## src/rtl/inert_seq.sv

```systemverilog
// ----------------------------------------------------------------------------
// inert_seq
//   Owns the SPI main-side transaction port to the iNEMO inertial sensor.
//   After reset it waits WAIT_CYC clocks for sensor power-up, issues four
//   configuration writes, then services each data-ready interrupt with a
//   ten-byte burst read. The assembled gyro-rate and acceleration words are
//   published together with a one-cycle vld pulse.
//
// Ports
//   clk        system clock, all state on rising edge
//   rst_n      asynchronous active-low reset
//   INT        sensor data-ready (asynchronous level, synchronized inside)
//   done       one-cycle pulse: current SPI transaction complete
//   resp       SPI read data, resp[7:0] valid while done is high
//   wrt        one-cycle pulse starting an SPI transaction
//   cmd        SPI command word, stable from wrt through the matching done
//   ptch_rt    pitch rate  (signed)
//   roll_rt    roll rate   (signed)
//   yaw_rt     yaw rate    (signed)
//   ax, ay     accelerations (signed)
//   vld        one-cycle pulse: all five data outputs updated this cycle
//   init_done  sticky flag: all configuration writes have completed
// ----------------------------------------------------------------------------
module inert_seq #(
    parameter int unsigned WAIT_CYC = 65535
) (
    input  logic               clk,
    input  logic               rst_n,
    input  logic               INT,
    input  logic               done,
    input  logic [15:0]        resp,
    output logic               wrt,
    output logic [15:0]        cmd,
    output logic signed [15:0] ptch_rt,
    output logic signed [15:0] roll_rt,
    output logic signed [15:0] yaw_rt,
    output logic signed [15:0] ax,
    output logic signed [15:0] ay,
    output logic               vld,
    output logic               init_done
);

    typedef enum logic [2:0] {
        INIT_WAIT,
        CFG,
        WAIT_INT,
        RD,
        PUBLISH
    } state_t;

    localparam logic [15:0] LP_WAIT_LAST = 16'(WAIT_CYC - 1);

    function automatic logic [15:0] f_cfg_cmd(input logic [1:0] idx);
        logic [15:0] c;
        case (idx)
            2'd0:    c = 16'h0D02;  // data-ready routed to INT
            2'd1:    c = 16'h1053;  // accel ODR / range
            2'd2:    c = 16'h1150;  // gyro ODR / range
            default: c = 16'h1460;  // rounding
        endcase
        return c;
    endfunction

    function automatic logic [15:0] f_rd_cmd(input logic [3:0] idx);
        return {8'hA2 + {4'h0, idx}, 8'h00};
    endfunction

    // ------------------------------------------------------------------
    // Registers
    // ------------------------------------------------------------------
    state_t             r_state;
    logic [15:0]        r_cnt;
    logic [3:0]         r_idx;
    logic               r_int_meta;
    logic               r_int_sync;
    logic               r_wrt;
    logic [15:0]        r_cmd;
    logic [7:0]         r_stage [9];
    logic signed [15:0] r_ptch, r_roll, r_yaw, r_ax, r_ay;
    logic               r_vld;
    logic               r_init_done;

    // ------------------------------------------------------------------
    // Next-state values
    // ------------------------------------------------------------------
    state_t             w_state_nxt;
    logic [15:0]        w_cnt_nxt;
    logic [3:0]         w_idx_nxt;
    logic               w_wrt_nxt;
    logic [15:0]        w_cmd_nxt;
    logic [7:0]         w_stage_nxt [9];
    logic signed [15:0] w_ptch_nxt, w_roll_nxt, w_yaw_nxt, w_ax_nxt, w_ay_nxt;
    logic               w_vld_nxt;
    logic               w_init_done_nxt;
    logic [3:0]         w_idx_inc;
    logic               w_unused;

    // Only the low response byte carries read data.
    assign w_unused  = ^resp[15:8];
    assign w_idx_inc = r_idx + 4'd1;

    always_ff @(posedge clk or negedge rst_n) begin
        if (!rst_n) begin
            r_int_meta <= 1'b0;
            r_int_sync <= 1'b0;
        end else begin
            r_int_meta <= INT;
            r_int_sync <= r_int_meta;
        end
    end

    always_ff @(posedge clk or negedge rst_n) begin
        if (!rst_n) begin
            r_state     <= INIT_WAIT;
            r_cnt       <= '0;
            r_idx       <= '0;
            r_wrt       <= 1'b0;
            r_cmd       <= '0;
            r_stage     <= '{default: '0};
            r_ptch      <= '0;
            r_roll      <= '0;
            r_yaw       <= '0;
            r_ax        <= '0;
            r_ay        <= '0;
            r_vld       <= 1'b0;
            r_init_done <= 1'b0;
        end else begin
            r_state     <= w_state_nxt;
            r_cnt       <= w_cnt_nxt;
            r_idx       <= w_idx_nxt;
            r_wrt       <= w_wrt_nxt;
            r_cmd       <= w_cmd_nxt;
            r_stage     <= w_stage_nxt;
            r_ptch      <= w_ptch_nxt;
            r_roll      <= w_roll_nxt;
            r_yaw       <= w_yaw_nxt;
            r_ax        <= w_ax_nxt;
            r_ay        <= w_ay_nxt;
            r_vld       <= w_vld_nxt;
            r_init_done <= w_init_done_nxt;
        end
    end

    // Each transaction is launched on the transition that ends the previous
    // one (or enters the state), so wrt lands the cycle after done.
    always_comb begin
        w_state_nxt     = r_state;
        w_cnt_nxt       = r_cnt;
        w_idx_nxt       = r_idx;
        w_wrt_nxt       = 1'b0;
        w_cmd_nxt       = r_cmd;
        w_stage_nxt     = r_stage;
        w_ptch_nxt      = r_ptch;
        w_roll_nxt      = r_roll;
        w_yaw_nxt       = r_yaw;
        w_ax_nxt        = r_ax;
        w_ay_nxt        = r_ay;
        w_vld_nxt       = 1'b0;
        w_init_done_nxt = r_init_done;

        case (r_state)
            INIT_WAIT: begin
                w_cnt_nxt = r_cnt + 16'd1;
                if (r_cnt == LP_WAIT_LAST) begin
                    w_state_nxt = CFG;
                    w_idx_nxt   = '0;
                    w_wrt_nxt   = 1'b1;
                    w_cmd_nxt   = f_cfg_cmd(2'd0);
                end
            end

            CFG: begin
                if (done) begin
                    if (r_idx == 4'd3) begin
                        w_init_done_nxt = 1'b1;
                        w_state_nxt     = WAIT_INT;
                    end else begin
                        w_idx_nxt = w_idx_inc;
                        w_wrt_nxt = 1'b1;
                        w_cmd_nxt = f_cfg_cmd(w_idx_inc[1:0]);
                    end
                end
            end

            WAIT_INT: begin
                if (r_int_sync) begin
                    w_state_nxt = RD;
                    w_idx_nxt   = '0;
                    w_wrt_nxt   = 1'b1;
                    w_cmd_nxt   = f_rd_cmd(4'd0);
                end
            end

            RD: begin
                if (done) begin
                    if (r_idx == 4'd9) begin
                        // Last byte goes straight to the outputs so vld can
                        // follow the final done by one clock; PUBLISH is the
                        // cycle in which vld is high.
                        w_ptch_nxt  = {r_stage[1], r_stage[0]};
                        w_roll_nxt  = {r_stage[3], r_stage[2]};
                        w_yaw_nxt   = {r_stage[5], r_stage[4]};
                        w_ax_nxt    = {r_stage[7], r_stage[6]};
                        w_ay_nxt    = {resp[7:0], r_stage[8]};
                        w_vld_nxt   = 1'b1;
                        w_state_nxt = PUBLISH;
                    end else begin
                        w_stage_nxt[r_idx] = resp[7:0];
                        w_idx_nxt          = w_idx_inc;
                        w_wrt_nxt          = 1'b1;
                        w_cmd_nxt          = f_rd_cmd(w_idx_inc);
                    end
                end
            end

            PUBLISH: begin
                w_state_nxt = WAIT_INT;
            end

            default: begin
                w_state_nxt = INIT_WAIT;
                w_cnt_nxt   = '0;
            end
        endcase
    end

    assign wrt       = r_wrt;
    assign cmd       = r_cmd;
    assign ptch_rt   = r_ptch;
    assign roll_rt   = r_roll;
    assign yaw_rt    = r_yaw;
    assign ax        = r_ax;
    assign ay        = r_ay;
    assign vld       = r_vld;
    assign init_done = r_init_done;

endmodule

```

## config.mk

```make
export PLATFORM = sky130hd
export DESIGN_NAME = inert_seq
export DESIGN_NICKNAME = d
export VERILOG_FILES = /design/src/rtl/inert_seq.sv
export SDC_FILE = /design/constraint.sdc
export NUM_CORES = 1
export LEC_CHECK = 0
export BUFFER_PORTS_ARGS = -buffer_cell sky130_fd_sc_hd__buf_2
export CORE_ASPECT_RATIO = 0.75
export CORE_MARGIN = 1
export CORE_UTILIZATION = 61
export DETAILED_ROUTE_END_ITERATION = 16
export PLACE_DENSITY = 0.87
export SLEW_MARGIN = 20
export SYNTH_ARGS = -nofsm -noshare
export SYNTH_HDL_FRONTEND = slang
export SYNTH_SLANG_ARGS = --single-unit
```

## constraint.sdc

```tcl
create_clock -name clk -period 6.85 [get_ports clk]
set_input_delay 0.685 -clock clk [delete_from_list [all_inputs] [get_ports clk]]
set_output_delay 0.685 -clock clk [all_outputs]
set_load 0.01 [all_outputs]
```

* Word-level counts from Yosys, hierarchy flattened
Cells that the tools add are included.
** Word-level totals
- Bits in registers :: 196
- Bits of input ports :: 20
** Operators by class
- Add/subtract/negate cells :: 3
- Order comparisons :: 2
- Eq/ne operators :: 17
- Multiplexer cells :: 36
- Bitwise logic cells :: 2
- Reduce and logical (&&, ||, !) cells :: 10
** Operator list (number)
- $mux W16 :: 6
- $bwmux W72 :: 1
- $pmux W16 S4 :: 1
- $pmux W13 S3 :: 1
- $demux W8 S4 :: 1
- $pmux W16 S2 :: 1
- $mux W4 :: 6
- $mux W3 :: 6
- $add A16 B1 Y16 const B :: 1
- $eq A16 B16 Y1 const B :: 1
- $ne A2 B2 Y1 const B :: 8
- $pmux W4 S4 :: 1
- $pmux W3 S5 :: 1
- $mux W1 :: 9
- $reduce_and A3 Y1 :: 3
- $add A8 B4 Y8 const A :: 1
- $mux W8 :: 1
- $reduce_and A7 Y1 :: 1
- $eq A3 B2 Y1 const B :: 2
- $reduce_and A6 Y1 :: 1
- $ge A5 B5 Y1 const B :: 1
- $lt A5 B1 Y1 const B :: 1
- $not A4 Y5 :: 1
- $add A4 B1 Y4 const B :: 1
- other kinds (13) :: 13

* Depth between registers and ports, before layout
- Word-level depth :: 6
- Mapped depth :: 9
- Mapped depth without buffers :: 9

* Least setup slack after synthesis
OpenSTA, ideal clock, no wires.
- Path type :: register -> register
- Start :: register r_idx[0]
- End :: register r_cmd[11] (netlist: cmd[11])
- Setup time :: 0.125 ns
- Arrival :: 2.021 ns
- Data required time :: 6.725 ns
- Path slack :: 4.705 ns
- Stages on the path, launching flop included :: 10
- Path buffers :: 1
- Cells stage by stage :: dfrtp_1 -> clkbuf_1 -> inv_1 -> ha_1 -> ha_1 -> xnor2_1 -> xnor2_1 -> o21ai_0 -> o31a_1 -> mux2_2
** Between the ends
- Cells in the longest elaborated chain, start to end :: 6
** Ends and longest elaborated chain
- start, declared :: line 73 : logic [3:0] r_idx;
- start signal, assigned :: line 130 : r_idx <= w_idx_nxt;
- branches (longest 6 deep; another with $add A8 B4 Y8)
- end signal, assigned :: line 132 : r_cmd <= w_cmd_nxt;
- end, declared :: line 77 : logic [15:0] r_cmd;
Parallel ways; which one is timed is not known. The select of a mux whose other input is x is not followed.
A chain may end at the register's enable or synchronous reset.

* Final worst setup path
- Start :: register r_state[2]
- End :: register r_ptch[15] (netlist: ptch_rt[15])
** Between the ends
- Cells in the longest elaborated chain, start to end :: 2
** Ends and longest elaborated chain
- start, declared :: line 71 : state_t r_state;
- start signal, assigned :: line 128 : r_state <= w_state_nxt;
- $eq A3 B2 Y1 :: line 161 : case (r_state)
- $reduce_and A3 Y1 (no source line)
- end signal, assigned :: line 134 : r_ptch <= w_ptch_nxt;
- end, declared :: line 79 : logic signed [15:0] r_ptch, r_roll, r_yaw, r_ax, r_ay;
Every way passes these cells.

==> results.toml <==
[outcome]
outcome = "finished clean"

[logic_synthesis]
synth_common_cells = "191 x dfrtp_1, 153 x mux2_2, 17 x o21ai_0"
synth_most_common_cell = "dfrtp_1"
yosysTopAreaCell = "dfrtp_1"
synthTopCellsByArea = "dfrtp_1 60%, mux2_2 22%, ha_1 1.4%"
synthCells = 575
async_flop_share = 1.00
ys_seq_area_frac = 0.600
syn-cell-area_um2 = 7970
ys.flop_type = "dfrtp_1"
synth_edf_count = 0
yosysWarnings = 0
avgSynthCellArea_um2 = 13.9
ys_ff_latch = 191
synth_top_area_frac = 0.600
synth_cell_types = 54

[worst_setup_path]
arrival_ns = 4.16
crit_family = "buffers and inverters"
end_kind = "flop"
crit_fanout = 40
reg2reg_slack_ns = 2.99
rr_startpoint = "r_state[2]"
crit_chain = "buf_4, inv_1, nand4_1, nor2_1, nand3_2, inv_2, buf_4, mux2_2"
r2r_cells = 8
critPathRequiredTime_ns = 7.15
slowest_stage = "inv_2"
critPathLaunchType = "flop"
rr_endpoint = "ptch_rt[15]"
worst-path-buf-inv = 4
cpPeakStageDelay_ns = 0.89
setup.worst_path.class = "flop to flop"
crit_top_cell = "buf_4"

[clocking]
h-tree-depth = 4
holdBufCountCts = 0
cts.path.max_buffers = 2
cts_root_buf = "clkbuf_16"
cts_buffers = 17
cts_resized = 0
clock_sinks = 191
postCtsSetupRepairBufs = 0
clkTransAtPathRegs_ns = 0.07
cts_tree = "done"
clk_latency_ns = 0.42

[sta]
slew_headroom = 0.391
max_clock_freq_ghz = 0.259
finalSetupTns_ns = 0
finalHoldViolations = 0
drv_slew = 0
final.min_clock_period_ns = 3.86
final-setup-viol-count = 0
tightest_slew_ns = 0.914
fin_crit_sh = 0.563
finClkSkew_ns = 0.00948
rsz0062_at_grt = "false"

[run]
max_cap_violations = 0

[cells_and_area]
area_growth_pct = 14.7
final_net_count = 694
drive_gt1_frac = 0.453
utilization = 0.730
num_antenna_cells = 0

[detailed_routing]
viasPerCell = 5.90
detail-route-antenna-nets = 0
routedWlPerCell_um = 20.0
drtIter0Drc = 362
first_pass_iters = 5
vias = 4981
totalWireLength_mm = 16.8
drc = 0

[floorplan]
start_util = 0.636
die_h_um = 101
core_region_area_um2 = 12500
dieArea_um2 = 13500
rows = 35
io_pins = 119
die_w_um = 134

[hold_path]
min_path_cells = 1
min_path_type = "primary input to flop"
min-delay-start = "INT"
min_to = "r_int_meta"

[grt]
grt_antenna_before_repair = 0
grt_pass1_vias = 4863
grt_overflow = 0
grt_pass1_wl_mm = 26.7
track_usage = 0.263
grt_max_degree = 119

[power_and_ir_drop]
cellLeakagePower_nw = 4.58
ir_drop_mv = 0.233
power_density_nw_per_um2 = 435

[placement]
dp.final_hpwl_mm = 10.9
place_congestion = 0.828
io_buffer_count = 106
## cell type report
type / instances / area (µm²)
well taps: 166 / 208
repair buffers: 109 / 562
fillers: 802 / 3390
multi-input cells: 336 / 2950
flip-flops and latches: 191 / 4780
clock inverters: 14 / 171
inverters: 10 / 37.5
clock buffers: 18 / 429
## placed cells by master, fill, tap and decap left out, drive strengths merged, types with 3 or more instances in the layout
master / netlist / layout
xnor2: 6 / 6
dfrtp: 191 / 191
nand3: 18 / 18
and3: 4 / 4
o211ai: 7 / 7
a22o: 8 / 8
nor2: 10 / 10
buf: 32 / 108
ha: 9 / 9
o22ai: 3 / 3
nand4: 6 / 6
a21oi: 16 / 16
nor2b: 3 / 3
nand2b: 3 / 3
clkbuf: 9 / 19
mux2i: 5 / 5
o21ai: 17 / 17
conb: 1 / 4
nor3: 13 / 13
inv: 10 / 18
and2: 4 / 4
a21o: 3 / 3
mux2: 153 / 153
nand2: 20 / 20
clkinv: 0 / 4
## state kept, by name (all words and copies together), names as in the netlist, 3 cells and up
| register | flops |
|---|---|
| r_state | 3 |
| cmd | 11 |
| roll_rt | 16 |
| ax | 16 |
| ay | 16 |
| ptch_rt | 16 |
| r_stage | 72 |
| r_cnt | 16 |
| r_idx | 4 |
| yaw_rt | 16 |
## power by group
part	internal [mW]	leakage (nW)	total (mW)	switching [mW]
Combinational	0.587	1.78	1.12	0.538
Sequential	1.55	2.50	1.84	0.294
Clock	0.554	0.298	1.01	0.453
Total	2.69	4.58	3.97	1.28
## how the worst max path moves through the flow
stage | end | startpoint | cells past startpoint
3_5_place_dp | ptch_rt[7] | r_state[2] | 8
5_1_grt | ptch_rt[15] | r_state[2] | 8
6_report | ptch_rt[15] | r_state[2] | 8
4_1_cts | ptch_rt[15] | r_state[2] | 8
2_1_floorplan | cmd[11] | r_idx[0] | 9
3_3_place_gp | roll_rt[6] | r_state[2] | 8
## metrics by stage
step           hold WS (ns)  total power [mW]  setup slack, ns  cell area, µm²  cells
6_report              0.369              3.97             2.99            9140    844
5_1_grt               0.351              4.17             2.74            9140    844
4_1_cts               0.357              3.98             2.57            9130    844
3_5_place_dp          0.369              2.96             2.60            8530    812
3_3_place_gp          0.333              2.86             2.77            8530    812
2_1_floorplan         0.331              2.53             4.70            7980    578
## routing by layer
layer  global-route usage  wire [µm]
met5                    0          0
met4               0.0743        208
met3               0.0528        762
met2                0.431       8300
met1                0.362       7570
## logic make-up after synthesis
| family | after synthesis | share of synthesized area |
|---|---|---|
| XOR/XNOR | 7 | 0.00769 |
| AND/OR/NAND/NOR | 94 | 0.0682 |
| multiplexers | 158 | 0.223 |
| AO/OA/AOI/OAI | 64 | 0.0553 |
| other | 1 | 0.000471 |
| buffers and inverters | 51 | 0.0319 |
| flip-flops | 191 | 0.600 |
| adder cells (fa/ha/maj) | 9 | 0.0141 |
Note: power is estimated with default switching activity, not from simulation.
